`src/rtl/tsr_pkg.sv`:
```
// tsr_pkg: shared state encoding, default geometry and width helpers for the
// tapped shift register feeder.
package tsr_pkg;
   typedef enum logic [1:0] {IDLE, LOAD, SHIFT, LATCH} state_t;
   localparam int DEF_DATA_WIDTH   = 8;
   localparam int DEF_BLOCK_LENGTH = 16;
   function automatic int count_width(input int depth);
      return $clog2(depth + 1);
   endfunction
endpackage

```
`src/rtl/sync_fifo.sv`:
```
// sync_fifo: single-clock FIFO with count-derived full/empty so any DEPTH works,
// including non-power-of-two depths.
module sync_fifo
   import tsr_pkg::*;
#(
   parameter int DATA_WIDTH = DEF_DATA_WIDTH,
   parameter int DEPTH      = DEF_BLOCK_LENGTH,
   localparam int CW        = count_width(DEPTH),
   localparam int PW        = DEPTH > 1 ? $clog2(DEPTH) : 1
) (
   input  logic                  clk_in,
   input  logic                  rst_in,
   input  logic                  i_push,
   input  logic [DATA_WIDTH-1:0] i_data,
   input  logic                  i_pop,
   output logic [DATA_WIDTH-1:0] o_data,
   output logic [CW-1:0]         o_count,
   output logic                  o_full,
   output logic                  o_empty
);
   logic [DATA_WIDTH-1:0] r_mem [DEPTH];
   logic [PW-1:0]         r_wr_ptr, r_rd_ptr;
   logic [CW-1:0]         r_count;
   logic                  w_push, w_pop;

   assign o_full  = r_count == CW'(DEPTH);
   assign o_empty = r_count == '0;
   assign w_push  = i_push && !o_full;
   assign w_pop   = i_pop && !o_empty;
   assign o_data  = r_mem[r_rd_ptr];
   assign o_count = r_count;

   always_ff @(posedge clk_in)
      if (w_push) r_mem[r_wr_ptr] <= i_data;

   always_ff @(posedge clk_in or posedge rst_in) begin
      if (rst_in) begin
         r_wr_ptr <= '0;
         r_rd_ptr <= '0;
         r_count  <= '0;
      end else begin
         if (w_push) r_wr_ptr <= r_wr_ptr == PW'(DEPTH - 1) ? '0 : r_wr_ptr + 1'b1;
         if (w_pop)  r_rd_ptr <= r_rd_ptr == PW'(DEPTH - 1) ? '0 : r_rd_ptr + 1'b1;
         r_count <= r_count + CW'(w_push) - CW'(w_pop);
      end
   end
endmodule

```
`src/rtl/block_serializer.sv`:
```
// block_serializer: buffers parallel words and streams them as one MSB-first
// serial frame per send, closing each frame with a one-cycle latch pulse.
module block_serializer
   import tsr_pkg::*;
#(
   parameter int DATA_WIDTH   = DEF_DATA_WIDTH,
   parameter int BLOCK_LENGTH = DEF_BLOCK_LENGTH,
   localparam int CW          = count_width(BLOCK_LENGTH),
   localparam int BW          = DATA_WIDTH > 1 ? $clog2(DATA_WIDTH) : 1
) (
   input  logic                  clk_in,
   input  logic                  rst_in,
   input  logic [DATA_WIDTH-1:0] wr_data,
   input  logic                  wr_valid,
   output logic                  wr_ready,
   input  logic                  send,
   output logic                  ser_out,
   output logic                  ser_valid,
   output logic                  latch_out,
   output logic                  idle,
   output logic [CW-1:0]         word_count
);
   state_t                r_state, w_next;
   logic [DATA_WIDTH-1:0] r_shift, w_head;
   logic [BW-1:0]         r_bits;
   logic [CW-1:0]         r_words, w_count_next;
   logic                  w_push, w_pop, w_full, w_empty, w_last_bit;

   sync_fifo #(.DATA_WIDTH(DATA_WIDTH), .DEPTH(BLOCK_LENGTH)) u_fifo (
      .clk_in  (clk_in),
      .rst_in  (rst_in),
      .i_push  (w_push),
      .i_data  (wr_data),
      .i_pop   (w_pop),
      .o_data  (w_head),
      .o_count (word_count),
      .o_full  (w_full),
      .o_empty (w_empty)
   );

   assign idle         = r_state == IDLE;
   assign wr_ready     = idle && !w_full;
   assign w_push       = wr_valid && wr_ready;
   assign w_count_next = word_count + CW'(w_push);
   assign w_last_bit   = r_bits == '0;
   assign ser_valid    = r_state == SHIFT;
   assign ser_out      = ser_valid && r_shift[DATA_WIDTH-1];
   assign latch_out    = r_state == LATCH;

   always_ff @(posedge clk_in or posedge rst_in)
      if (rst_in) r_state <= IDLE;
      else        r_state <= w_next;

   // The next word is popped on the last bit of the current one, so words abut.
   always_comb begin
      w_next = r_state;
      w_pop  = 1'b0;
      case (r_state)
         IDLE:  if (send && (w_push || !w_empty)) w_next = LOAD;
         LOAD:  begin
            w_pop  = 1'b1;
            w_next = SHIFT;
         end
         SHIFT: if (w_last_bit) begin
            if (r_words == '0) w_next = LATCH;
            else               w_pop  = 1'b1;
         end
         LATCH: w_next = IDLE;
         default: w_next = IDLE;
      endcase
   end

   always_ff @(posedge clk_in or posedge rst_in) begin
      if (rst_in) begin
         r_shift <= '0;
         r_bits  <= '0;
         r_words <= '0;
      end else begin
         if (idle && w_next == LOAD) r_words <= w_count_next;
         if (w_pop) begin
            r_shift <= w_head;
            r_bits  <= BW'(DATA_WIDTH - 1);
            r_words <= r_words - 1'b1;
         end else if (ser_valid && !w_last_bit) begin
            r_shift <= r_shift << 1;
            r_bits  <= r_bits - 1'b1;
         end
      end
   end
endmodule

```
`config.mk`:
```
export PLATFORM = sky130hd
export DESIGN_NAME = block_serializer
export DESIGN_NICKNAME = d
export VERILOG_FILES = /design/src/rtl/tsr_pkg.sv /design/src/rtl/sync_fifo.sv /design/src/rtl/block_serializer.sv
export SDC_FILE = /design/constraint.sdc
export NUM_CORES = 1
export LEC_CHECK = 0
export ABC_AREA = 1
export CORE_ASPECT_RATIO = 1.1
export CORE_MARGIN = 2
export CORE_UTILIZATION = 35
export DETAILED_ROUTE_END_ITERATION = 12
export PLACE_DENSITY = 0.6
export SYNTH_ARGS = -nofsm -noshare
export SYNTH_HDL_FRONTEND = slang
export SYNTH_HIERARCHICAL = 1
export SYNTH_SLANG_ARGS = --single-unit
```
`constraint.sdc`:
```
create_clock -name clk_in -period 7.85 [get_ports clk_in]
set_input_delay 1.9625 -clock clk_in [delete_from_list [all_inputs] [get_ports clk_in]]
set_output_delay 1.9625 -clock clk_in [all_outputs]
set_load 0.01 [all_outputs]
```
==> flow_summary_export.csv, run 1 <==
group,metric,value,unit
timing,worst_pin_slew,0.8861,ns
job,drv_cap,0,
clock_network,clk_latency,0.43,ns
drt,ant_nets,0,
logic_synthesis,synthMuxAreaShare,0,%
clock_network,cts_tree,"yes",
worst_setup_path,required,5.89,ns
logic_synthesis,syn_nets,834,
floorplanning,fp.dieH,159.3,µm
place,preCtsSetupSlack,3.779,ns
floorplanning,dieArea,23120,µm²
global_route,grt_max_degree,85,
timing,setup_viol,0,
worst_setup_path,critPathCaptureType,"primary output",
finish,regArea,4621,µm²
worst_setup_path,ff2ff_setup_slack,4.65,ns
timing,hold_violations,0,
logic_synthesis,ys_top_cells_by_area,"edfxtp_1 50%, dfrtp_1 10%, nand3_1 9.9%",
logic_synthesis,yosys_warnings,6,
global_route,grt_usage,15.19,%
floorplanning,initial_core_util,35.78,%
worst_setup_path,cp_max_fo,6,
timing,clock.fmax,251.7,MHz
place,hpwl,10.77,mm
worst_setup_path,crit_chain,"inv_1, ha_1, nand4_1, inv_1, nor2_1, clkdlybuf4s50_1",
drt,vias,5167,
logic_synthesis,synth_top_area_share,50.11,%
drt,routedWlPerCell,15.18,µm
logic_synthesis,avgSynthCellArea,9.601,µm²
floorplanning,rows,56,
global_route,antenna_found_initial,0,
finish,final_cells,1114,
place,placed_cells,1083,
finish,area_growth_syn_to_layout,12.33,%
logic_synthesis,synth_xor_area_share,1.028,%
worst_setup_path,critPathKind,"register to primary output",
place,port_buffers,21,
place,post_dp_cell_area,8059,µm²
global_route,grt_pass1_vias,4861,
floorplanning,core_area,21440,µm²
power,powerDensity,353.5,nW/µm²
timing,finalCriticalPeriod,3.974,ns
finish,fill_cells,2152,
clock_network,cts.clk_slew.worst_paths,0.06,ns
finish,stdcell_area,8617,µm²
finish,layout.nets,847,
logic_synthesis,syn_area,7671,µm²
timing,relSlewSlack,40.93,%
timing,period_share,50.62,%
drt,drcViolationCount,0,
logic_synthesis,synth-adder-area-share,3.849,%
timing,whs,0.4983,ns
clock_network,clkSinkCount,159,
global_route,grt_pass1_wl,27.00,mm
power,leakage,3.828,nW
power,vdd_drop_max,0.1728,mV
finish,num_antenna_cells,0,
worst_setup_path,timing.critical_path.slowest_cell_delay,0.54,ns
logic_synthesis,synth-compound-area-share,0.9460,%
logic_synthesis,synthArstFlopShare,19.50,%
clock_network,post_cts_resized,0,
clock_network,cts_hold_buf,0,
worst_hold_path,hold_path.class,"register to register",
worst_setup_path,arrival,2.01,ns
logic_synthesis,synth_top_family_by_area,"simple AND/OR/NAND/NOR gates",
timing,finalWorstSetupSlack,3.876,ns
drt,vias_per_cell,4.638,
clock_network,cts-htree-levels,4,
worst_setup_path,crit_top_cell,"inv_1",
timing,finalClockSkew,0.01013,ns
clock_network,postCtsSetupRepairBufs,0,
logic_synthesis,yosys.area_share.simple,23.37,%
logic_synthesis,synth_most_common_cell,"nand2_1",
timing,rsz0062_at_grt,"no",
place,gp_congestion,0.8274,
logic_synthesis,syn_inst,799,
logic_synthesis,synth_cell_types,30,
finish,drive_gt1_share,6.189,%
clock_network,cts_buffers,17,
floorplanning,ios,22,
logic_synthesis,yosys_register_bits,159,
logic_synthesis,synth_common_cells,"196 x nand2_1, 155 x inv_1, 151 x nand3_1",
logic_synthesis,synthFlopType,"edfxtp_1",
logic_synthesis,synth_top_cell_by_area,"edfxtp_1",
logic_synthesis,synth_edf_count,128,
global_route,overflow,0,
logic_synthesis,ys_seq_area_share,60.22,%
drt,drt_first_pass_iters,7,
run_status,status,"completed",
clock_network,cts-root-buf,"clkbuf_16",
drt,drt_iter0_drc,459,
floorplanning,die-width,145.2,µm
drt,routed_wl,16.91,mm
worst_setup_path,crit_slowest_cell,"clkdlybuf4s50_1",
timing,tns,0,ns
worst_setup_path,critPathLaunchType,"register",
clock_network,clockBufferDepth,2,
finish,multi_input_area,2240,µm²
timing,slew_violations,0,
==> registers in the layout, indices dropped and copies added, names as in the netlist <==
signal,count
u_fifo/r_rd_ptr,4
u_fifo/r_mem,128
r_words,5
r_state,2
r_bits,3
u_fifo/o_count,5
r_shift,8
u_fifo/r_wr_ptr,4
==> per-stage QoR <==
stage	total power, mW	util (%)
finish	3.046	40.19
detailed placement	2.279	37.59
floorplan	1.990	-
global route	3.269	40.19
CTS	3.062	40.19
global placement	2.275	37.59
==> cells by family (layout without fill, tap and decap cells) <==
group                    count (synthesis)  in the layout
buffers and inverters                  191            216
AO/OA/AOI/OAI                           14             14
AND/OR/NAND/NOR                        403            403
flip-flops                             159            159
XOR/XNOR                                 9              9
adder cells (fa/ha/maj)                 23             23
==> path summary, 6_finish.rpt <==
check / start / to / depth (start not counted)
max in group asynchronous: rst_in / r_shift[1] / 2
worst min register to register: r_bits[0] / r_bits[0] / 2
worst max register to register: r_words[0] / u_fifo/o_count[4] / 19
worst max-delay path: u_fifo/o_count[2] / wr_ready / 6
worst min-delay path: r_bits[0] / r_bits[0] / 2
min in group asynchronous: rst_in / u_fifo/r_rd_ptr[3] / 2
==> layout by cell type, fill, tap and decap left out, types with 7 or more instances in the layout <==
cell type        instances
clkbuf_16               17
ha_1                    22
inv_1                  155
edfxtp_1               128
clkdlybuf4s50_1         21
or2_0                    8
nand2_1                196
dfrtp_1                 30
xor2_1                   7
nor2_1                  25
nand3_1                151
o21ai_0                  7
==> power breakdown <==
group | internal (mW) | switching [mW] | total, mW
Clock | 0.440 | 0.340 | 0.780
Combinational | 0.387 | 0.759 | 1.15
Sequential | 1.02 | 0.0951 | 1.12
==> worst max-delay path, delay by kind of cell (launching register included) <==
kind          cells  cell delay (ns)
fa+ha+maj         1             0.21
buf+inv           3             0.70
flops             1             0.46
simple gates      2             0.22
==> per-layer routing <==
layer | track usage, % | wire (µm) | up-vias
li1 | - | - | 2577
met1 | 22.12 | 8251 | 2456
met2 | 23.23 | 7721 | 123
met3 | 3.123 | 805 | 11
met4 | 3.966 | 131 | 0
met5 | 0 | 0 | -
==> area by class of cell <==
class | instances | area share (%)
Clock buffer | 18 | 4.980
Clock inverter | 13 | 1.496
Inverter | 162 | 7.086
Multi-Input combinational cell | 449 | 25.99
Sequential cell | 159 | 53.62
Tap cell | 290 | 4.211
Timing Repair Buffer | 23 | 2.614
No activity file was read; power rests on OpenSTA's default activity.
==> run 2: changes to the inputs <==
--- a/config.mk
+++ b/config.mk
@@ -10,7 +10,7 @@
 export CORE_MARGIN = 2
 export CORE_UTILIZATION = 35
 export DETAILED_ROUTE_END_ITERATION = 12
-export PLACE_DENSITY = 0.6
+export PLACE_DENSITY = 0.62
 export SYNTH_ARGS = -nofsm -noshare
 export SYNTH_HDL_FRONTEND = slang
 export SYNTH_HIERARCHICAL = 1
==> constraint.sdc (replaced) <==
create_clock -name clk_in -period 3.2 [get_ports clk_in]
set_input_delay 0.8 -clock clk_in [delete_from_list [all_inputs] [get_ports clk_in]]
set_output_delay 0.8 -clock clk_in [all_outputs]
set_load 0.01 [all_outputs]
==> run 2 against run 1 <==
  * Wire length fell by 2.5%
  * Clock power grew to 2.6 times the previous value
  * Via count grew 2.0%
  * Critical path type is now register to register
  * Highest routed layer unchanged
  * Flip-flop and latch count stayed put
  * First-iteration DRC count fell by 19%
==> flow_summary_export.csv, run 2 (synthesis gave the netlist of run 1 again) <==
group,metric,value,unit
run_status,status,"completed",
place,gp_congestion,0.7804,
finish,num_antenna_cells,0,
finish,area_growth_syn_to_layout,15.05,%
floorplanning,ios,22,
finish,layout.nets,868,
worst_setup_path,r2r_start,"r_state[0]",
finish,top_register,"u_fifo/r_mem",
global_route,grt_pass1_wl,26.66,mm
worst_setup_path,critPathCaptureType,"register",
drt,routed_wl,16.48,mm
clock_network,cts_buffers,17,
finish,final_cell_mix,"196 x nand2_1, 155 x inv_1, 151 x nand3_1, 128 x edfxtp_1, 30 x dfrtp_1",
power,power_frac_seq,35.7,%
floorplanning,core_area,21440,µm²
finish,drive_gt1_share,8.392,%
clock_network,cts.clk_slew.worst_paths,0.06,ns
global_route,overflow,0,
worst_setup_path,crit_slowest_cell,"dfrtp_1",
drt,vias,5268,
timing,whs,0.5078,ns
clock_network,postCtsSetupRepairBufs,0,
finish,final_common_cell,"nand2_1",
worst_setup_path,arrival,3.21,ns
worst_setup_path,critPathBufInv,5,
power,comb_power_share,37.6,%
clock_network,cts-root-buf,"clkbuf_16",
clock_network,clkSinkCount,159,
job,drv_cap,0,
drt,routedWlPerCell,14.51,µm
floorplanning,fp.dieH,159.3,µm
power,leakage,3.966,nW
worst_setup_path,crit_chain,"inv_1, ha_1, inv_1, nor2_2, nand2_2, nand2_4, nand2_4, inv_4, nand2_1, inv_1, ha_1, inv_1, ha_1, fa_1, a21oi_1, nor2_1, nor2_1, xor2_1",
power,p_sw_share,38.06,%
worst_setup_path,critPathLaunchType,"register",
worst_setup_path,crit_start,"r_state[0]",
worst_setup_path,ff2ff_setup_slack,0.33,ns
global_route,grt_max_degree,84,
global_route,met3_usage,4.069,%
worst_setup_path,reg2reg_to,"u_fifo/o_count[4]",
timing,period_share,89.70,%
floorplanning,die-width,145.2,µm
drt,drt_iter0_drc,374,
global_route,use_met2,23.42,%
worst_setup_path,timing.critical_path.slowest_cell_delay,0.42,ns
timing,tns,0,ns
worst_setup_path,path_delay_family,"adder cells",
floorplanning,initial_core_util,35.78,%
timing,relSlewSlack,42.47,%
timing,hold_violations,0,
worst_setup_path,cp_max_fo,6,
finish,multi_input_area,2240,µm²
worst_setup_path,crit_top_cell,"inv_1",
drt,ant_nets,0,
drt,drt_first_pass_iters,5,
finish,final_cells,1136,
timing,finalCriticalPeriod,2.870,ns
timing,finalClockSkew,0.01087,ns
finish,fill_cells,2089,
floorplanning,dieArea,23120,µm²
global_route,busiest_layer,"met2",
place,placed_cells,1104,
power,intPower,4.748,mW
timing,setup_viol,0,
power,p_switching,2.917,mW
clock_network,cts_hold_buf,0,
global_route,grt_usage,14.73,%
global_route,grt_pass1_vias,5057,
finish,top_regs,"u_fifo/r_mem x128, r_shift x8",
timing,worst_pin_slew,0.8629,ns
clock_network,clockBufferDepth,2,
timing,slew_violations,0,
drt,drcViolationCount,0,
timing,rsz0062_at_grt,"no",
worst_setup_path,critPathKind,"register to register",
global_route,use_met1,20.31,%
worst_setup_path,required,3.54,ns
power,power_frac_clock,26.7,%
timing,clock.fmax,348.4,MHz
drt,vias_per_cell,4.637,
power,vdd_drop_max,0.4088,mV
worst_setup_path,endpoint,"u_fifo/o_count[4]",
clock_network,clk_latency,0.42,ns
finish,largest_reg_flops,128,
power,total_power,7.665,mW
floorplanning,rows,56,
clock_network,cts-htree-levels,4,
finish,regArea,4621,µm²
clock_network,cts_tree,"yes",
power,powerDensity,868.4,nW/µm²
global_route,antenna_found_initial,0,
place,port_buffers,21,
worst_setup_path,reg2regPathDepth,18,
worst_hold_path,hold_path.class,"register to register",
clock_network,post_cts_resized,0,
place,hpwl,10.38,mm
worst_setup_path,cp.depth,18,
run 2: cell count changes in the layout (fill, tap and decap cells not counted):
cell,change
buf_12,+1
buf_4,+20
bufinv_16,+2
clkbuf_1,+2
clkinv_2,+1
clkinvlp_4,-1
inv_6,-3
run 2: layout make-up:
| class | instances | share of cell area, % |
|---|---|---|
| Inverter | 162 | 6.918 |
| Sequential cell | 159 | 52.35 |
| Multi-Input combinational cell | 449 | 25.38 |
| Clock buffer | 20 | 4.948 |
| Tap cell | 290 | 4.111 |
| Clock inverter | 12 | 1.815 |
| Timing Repair Buffer | 44 | 4.480 |
run 2: worst register-to-register path, delay by kind of cell, from the launching register on:
family                   cells  cell delay [ns]
buffers and inverters        5             0.46
AND/OR/NAND/NOR              7             0.62
adder cells (fa/ha/maj)      4             1.00
flip-flops                   1             0.42
XOR/XNOR                     1             0.15
AO/OA/AOI/OAI                1             0.16
run 2: metal layers:
metal	wire length (µm)	up-vias
met1	7643	2509
met5	0	-
met4	143	0
met2	7707	135
li1	-	2610
met3	986	14
run 2: stage by stage:
stage	util (%)	setup slack, ns	instance area, µm²
finish	41.16	0.3297	8826
global route	41.16	0.003829	8826
CTS	41.16	0.3077	8826
detailed placement	38.38	0.3169	8229
global placement	38.38	0.4154	8229
floorplan	-	0.3784	7671
run 2: worst min path at each step:
stage	depth (start not counted)	end	startpoint	slack, ns
floorplan	2	r_bits[2]	r_bits[2]	0.46
global placement	2	r_bits[2]	r_bits[2]	0.48
detailed placement	2	r_shift[0]	r_shift[0]	0.49
CTS	2	r_shift[0]	r_shift[0]	0.51
global route	2	r_shift[6]	r_shift[6]	0.54
finish	2	r_shift[0]	r_shift[0]	0.51
run 2: power by group through the flow:
stage / combinational, mW / sequential (mW) / clock [mW]
final: 2.88 / 2.74 / 2.05
after global routing: 3.28 / 2.77 / 2.17
after CTS: 2.91 / 2.74 / 2.09
after detailed placement: 2.90 / 2.77 / 0
after floorplan: 2.17 / 2.71 / 0
after global placement: 2.86 / 2.77 / 0
